--- config.mk ---
export PLATFORM = sky130hd
export DESIGN_NAME = sseg_scan_ctrl
export DESIGN_NICKNAME = d
export VERILOG_FILES = /design/src/rtl/sseg_scan_ctrl.sv
export SDC_FILE = /design/constraint.sdc
export NUM_CORES = 1
export LEC_CHECK = 0
export ABC_AREA = 1
export BUFFER_PORTS_ARGS = -buffer_cell sky130_fd_sc_hd__buf_2
export CORE_MARGIN = 1.5
export CORE_UTILIZATION = 35
export DETAILED_ROUTE_END_ITERATION = 8
export PLACE_DENSITY = 0.52
export RECOVER_POWER = 100
export SLEW_MARGIN = 30
export SYNTH_ARGS = -nofsm -noshare
export SYNTH_HDL_FRONTEND = slang
export SYNTH_SLANG_ARGS = --single-unit
export TNS_END_PERCENT = 30
--- constraint.sdc ---
create_clock -name clk -period 2.52 [get_ports clk]
set_clock_uncertainty 0.2 [all_clocks]
set_input_delay 0.126 -clock clk [delete_from_list [all_inputs] [get_ports clk]]
set_output_delay 0.126 -clock clk [all_outputs]
set_load 0.03 [all_outputs]
--- src/rtl/sseg_scan_ctrl.sv ---
// Four-digit multiplexed 7-segment scan controller with tear-free double-buffered digits.
// Optional leading-zero suppression: define SSEG_LEADING_ZERO_BLANK_EN.
package sseg_pkg;
  typedef struct packed {
    logic       dp;
    logic [3:0] digito;
  } BCDnumber_t;
endpackage

module sseg_scan_ctrl
  import sseg_pkg::*;
#(
  parameter int unsigned REFRESH_DIV  = 50000,
  parameter int unsigned BLANK_CYCLES = 500
) (
  input  logic             clk,
  input  logic             rst_n,
  input  logic             enable,
  input  logic             load,
  input  BCDnumber_t [3:0] digits_i,
  output BCDnumber_t       hex,
  output logic [3:0]       an,
  output logic             blank,
  output logic             frame_done
);

  localparam int unsigned   CW         = $clog2(REFRESH_DIV);
  localparam logic [CW-1:0] BLANK_LAST = CW'(BLANK_CYCLES - 1);
  localparam logic [CW-1:0] SHOW_LAST  = CW'(REFRESH_DIV - BLANK_CYCLES - 1);

  typedef enum logic [1:0] {IDLE, BLANK, SHOW} state_t;

  state_t           state, state_nx;
  logic [1:0]       idx, idx_nx;
  logic [CW-1:0]    cnt, cnt_nx;
  logic             wrap, commit;
  logic             pending;
  logic             suppress;
  BCDnumber_t [3:0] shadow, active;

  always_comb begin
    state_nx = state;
    idx_nx   = idx;
    cnt_nx   = cnt + 1'b1;
    wrap     = 1'b0;
    commit   = 1'b0;
    if (!enable) begin
      state_nx = IDLE;
      idx_nx   = '0;
      cnt_nx   = '0;
    end else begin
      case (state)
        IDLE: begin
          state_nx = BLANK;
          cnt_nx   = '0;
          commit   = 1'b1;
        end
        BLANK: begin
          if (cnt == BLANK_LAST) begin
            state_nx = SHOW;
            cnt_nx   = '0;
          end
        end
        SHOW: begin
          if (cnt == SHOW_LAST) begin
            state_nx = BLANK;
            cnt_nx   = '0;
            idx_nx   = idx + 2'd1;
            wrap     = (idx == 2'd3);
            commit   = (idx == 2'd3);
          end
        end
        default: begin
          state_nx = IDLE;
          idx_nx   = '0;
          cnt_nx   = '0;
        end
      endcase
    end
  end

`ifdef SSEG_LEADING_ZERO_BLANK_EN
  logic [3:0] zero_dig;

  // A slot is dark only while it and every digit to its left read zero with dp off.
  always_comb begin
    zero_dig[0] = (active[0] == '0);
    zero_dig[1] = (active[1] == '0);
    zero_dig[2] = (active[2] == '0);
    zero_dig[3] = (active[3] == '0);
    case (idx_nx)
      2'd3:    suppress = zero_dig[3];
      2'd2:    suppress = &zero_dig[3:2];
      2'd1:    suppress = &zero_dig[3:1];
      default: suppress = 1'b0;
    endcase
  end
`else
  always_comb begin
    suppress = 1'b0;
  end
`endif

  // Outputs are registered from the next state so they line up with the state they describe.
  always_ff @(posedge clk) begin
    if (!rst_n) begin
      state      <= IDLE;
      idx        <= '0;
      cnt        <= '0;
      an         <= '1;
      hex        <= '0;
      blank      <= 1'b1;
      frame_done <= 1'b0;
      shadow     <= '0;
      active     <= '0;
      pending    <= 1'b0;
    end else begin
      state      <= state_nx;
      idx        <= idx_nx;
      cnt        <= cnt_nx;
      frame_done <= wrap;

      if (commit && pending)
        active <= shadow;

      if (load) begin
        shadow  <= digits_i;
        pending <= 1'b1;
      end else if (commit && pending) begin
        pending <= 1'b0;
      end

      if (state_nx == SHOW && !suppress) begin
        an    <= ~(4'b0001 << idx_nx);
        blank <= 1'b0;
      end else begin
        an    <= '1;
        blank <= 1'b1;
      end

      hex <= (state_nx == SHOW) ? active[idx_nx] : '0;
    end
  end

endmodule

==> results.sh <==
export IMPL_status="finished, final reports clean"
export IMPL_ys_seq_area_frac=0.4700
export IMPL_synth_ff_type="dfxtp_1"
export IMPL_async_flop_share=0
export IMPL_multi_input_area_mm2=0.001360
export IMPL_io_buffers=34
export IMPL_worstSetupPathType="reg2reg"
export IMPL_clock_root_buffer="clkbuf_8"
export IMPL_drive_above_1_share=0.1261
export IMPL_cp_cell_sequence="ha_1, inv_1, nor2_1, nand2_1, nor2_2, nand2_2, nand2_2, nand2_2, nand3_4, nand2_1, nand2_1, nand2_1, a21oi_1"
export IMPL_synth_seq_cells=72
export IMPL_cpLargestDelayFamily="simple AND/OR/NAND/NOR gates"
export IMPL_start_util=0.3677
export IMPL_timing_final_max_slew_violations=0
export IMPL_antenna_found_initial=0
export IMPL_fp_row_count=33
export IMPL_area_delta_synth_final_pct=20.36
export IMPL_seq_power_share=0.538
export IMPL_maxCapViolations=0
export IMPL_synth_top_cells_by_area="dfxtp_1 (47%), nor2_1 (9.1%), nand2_1 (7.1%)"
export IMPL_wl_per_cell_um=11.80
export IMPL_synth_edf_count=0
export IMPL_end_kind="flip-flop"
export IMPL_comb_power_share=0.071
export IMPL_clock_power_share=0.391
export IMPL_period_needed_ns=2.217
export IMPL_cts_made_buffers=9
export IMPL_grt_pass1_wl_mm=11.86
export IMPL_place_area_mm2=0.003291
export IMPL_drc=0
export IMPL_cp_arrival_ns=2.27
export IMPL_place_congestion=0.8328
export IMPL_tightest_slew_ns=1.322
export IMPL_finalSetupTns_ns=0
export IMPL_slowest_stage="dfxtp_1"
export IMPL_vias=2641
export IMPL_clkTransAtPathRegs_ns=0.08
export IMPL_post_synth_cell_area_avg_um2=7.516
export IMPL_grt_overflow=0
export IMPL_num_io_pins=35
export IMPL_hold_class="in2reg"
export IMPL_final_area_mm2=0.003691
export IMPL_cts_buffer_depth=2
export IMPL_p_int_w=0.001706
export IMPL_firstDrtPassIters=4
export IMPL_synth_distinct_cells=30
export IMPL_dp_hpwl_mm=4.523
export IMPL_die_area_mm2=0.009333
export IMPL_drt_iter0_drc=88
export IMPL_grt_max_degree=42
export IMPL_rsz0062_at_grt="no"
export IMPL_yosysMostFrequentCell="nor2_1"
export IMPL_setup_violations=0
export IMPL_routed_wl_mm=6.759
export IMPL_placed_cells=534
export IMPL_regArea_mm2=0.001441
export IMPL_max_freq_ghz=0.4511
export IMPL_track_usage=0.1527
export IMPL_total_leakage_power_nw=1.459
export IMPL_synth_top_area_cell="dfxtp_1"
export IMPL_avgViaCountPerCell=4.609
export IMPL_syn_inst=408
export IMPL_fin_crit_sh=0.8798
export IMPL_crit_path_max_incr_delay_ns=0.37
export IMPL_p_sw_w=0.0005353
export IMPL_worstPathBufferInverterCount=1
export IMPL_fillers=885
export IMPL_post_cts_buffers=0
export IMPL_yosys_warnings=0
export IMPL_synth_nets=438
export IMPL_ant_nets=0
export IMPL_instances_no_fill=573
export IMPL_cts_tree="done"
export IMPL_clock_sinks=72
export IMPL_vdd_drop_max_uv=382.3
export IMPL_holdWs_ns=0.05777
export IMPL_startpoint_type="flip-flop"
export IMPL_core_area_mm2=0.008341
export IMPL_critPathMostFrequentCell="nand2_1"
export IMPL_worst_endpoint_required_ns=2.57
export IMPL_powerDensity_mw_per_mm2=607.1
export IMPL_switching_share=0.2389
export IMPL_clkLatencyLatePin_ns=0.34
export IMPL_synthTopCellsByCount="nor2_1 (74), dfxtp_1 (72), nand2_1 (58), inv_1 (42), a21oi_1 (32)"
export IMPL_hold_violations=0
export IMPL_max_slew_margin=0.1187
export IMPL_syn_area_mm2=0.003067
export IMPL_synth_top_area_frac=0.4700
export IMPL_worstPathMaxFanout=14
export IMPL_die_w_um=96.61
export IMPL_cts_max_level=3
export IMPL_grt_pass1_vias=2596
export IMPL_antenna_cells=0
export IMPL_die_height_um=96.61
export IMPL_fin_nets=493
==> what timing repair did <==
item | in CTS | in global routing
hold buffers | 22 | 0
setup endpoints to repair | 0 | 22
resized for setup | 0 | 2
hold endpoints to repair | 21 | 0
==> layout by cell type, fill, tap and decap left out <==
cell type,Yosys,layout
bufinv_16,0,1
nor3b_1,2,2
clkinv_2,0,3
and3b_1,1,1
nand4_1,13,13
buf_4,1,2
nand2_1,58,59
clkbuf_1,9,15
nor2_2,6,5
clkbuf_8,0,9
o21ai_0,27,46
nand3_4,1,3
ha_1,6,6
nand3_2,2,1
xor2_1,3,3
o21a_1,1,1
a21oi_2,1,1
nor2_4,1,1
dlygate4sd3_1,0,22
clkinvlp_4,0,2
a21oi_1,32,32
buf_2,2,22
nand3b_1,1,1
inv_1,42,42
nor2_1,74,75
nor3_1,3,4
nand2_2,6,5
a31oi_1,1,1
nand3_1,13,13
xnor2_1,1,1
dfxtp_1,72,72
inv_2,4,4
==> area by class of cell <==
| cell class | count | share of cell area |
|---|---|---|
| Clock inverter | 6 | 0.01627 |
| Sequential cell | 72 | 0.3905 |
| Multi-Input combinational cell | 274 | 0.3685 |
| Timing Repair Buffer | 60 | 0.1078 |
| Tap cell | 105 | 0.03559 |
| Inverter | 46 | 0.04678 |
| Clock buffer | 10 | 0.03458 |
==> power by group through the flow <==
stage	logic, W	registers [W]	clock network [W]
finish	0.000158	0.00121	0.000877
detailed placement	0.000133	0.00123	0
global route	0.000185	0.00121	0.000966
global placement	0.000130	0.00123	0
CTS	0.000159	0.00121	0.000906
floorplan	0.0000991	0.00122	0
==> sequential cells by signal, indices dropped and copies added, names as in the netlist <==
name and count:
state 2, frame_done 1, an 4, active 20, pending 1, blank 1
cnt 16, hex 5, idx 2, shadow 20
==> per-layer routing <==
metal	GRT usage	part of all wire	vias to the layer above
li1	-	-	1423
met1	0.2017	0.52	1169
met2	0.2394	0.43	43
met3	0.04697	0.043	6
met4	0.04571	0.011	0
met5	0	0	-
==> path summary, 6_finish.rpt <==
path	from	to	slack (ns)	depth (start not counted)
min	load	pending	0.06	3
max reg2reg	cnt[0]	hex[3]	0.30	13
max	cnt[0]	hex[3]	0.30	13
min reg2reg	active[12]	active[12]	0.25	2
==> kinds of logic (layout without fill, tap and decap cells) <==
logic type / count (synthesis) / after routing / synth area share
and+or+nand+nor: 182 / 183 / 0.2681
AOI/OAI and AO/OA: 81 / 81 / 0.1346
DFF: 72 / 72 / 0.4700
buffers and inverters: 63 / 122 / 0.09139
adders and majority gates: 6 / 6 / 0.02448
xor gates and xnor gates: 4 / 4 / 0.01143
==> worst reg2reg max path, cell delays in order (launching register included) <==
cell and delay [ns]:
dfxtp_1 0.37, ha_1 0.28, inv_1 0.06, nor2_1 0.09
nand2_1 0.08, nor2_2 0.10, nand2_2 0.08, nand2_2 0.09
nand2_2 0.17, nand3_4 0.20, nand2_1 0.08, nand2_1 0.07
nand2_1 0.05, a21oi_1 0.22
==> per-stage QoR <==
step	total power, W	setup slack (ns)	utilization
finish	0.002241	0.3030	0.4425
global route	0.002361	0.03786	0.4425
CTS	0.002271	0.1709	0.4434
detailed placement	0.001364	0.1901	0.3945
global placement	0.001362	0.2852	0.3945
floorplan	0.001323	0.6671	-
Note: power is estimated with default switching activity, not from simulation.
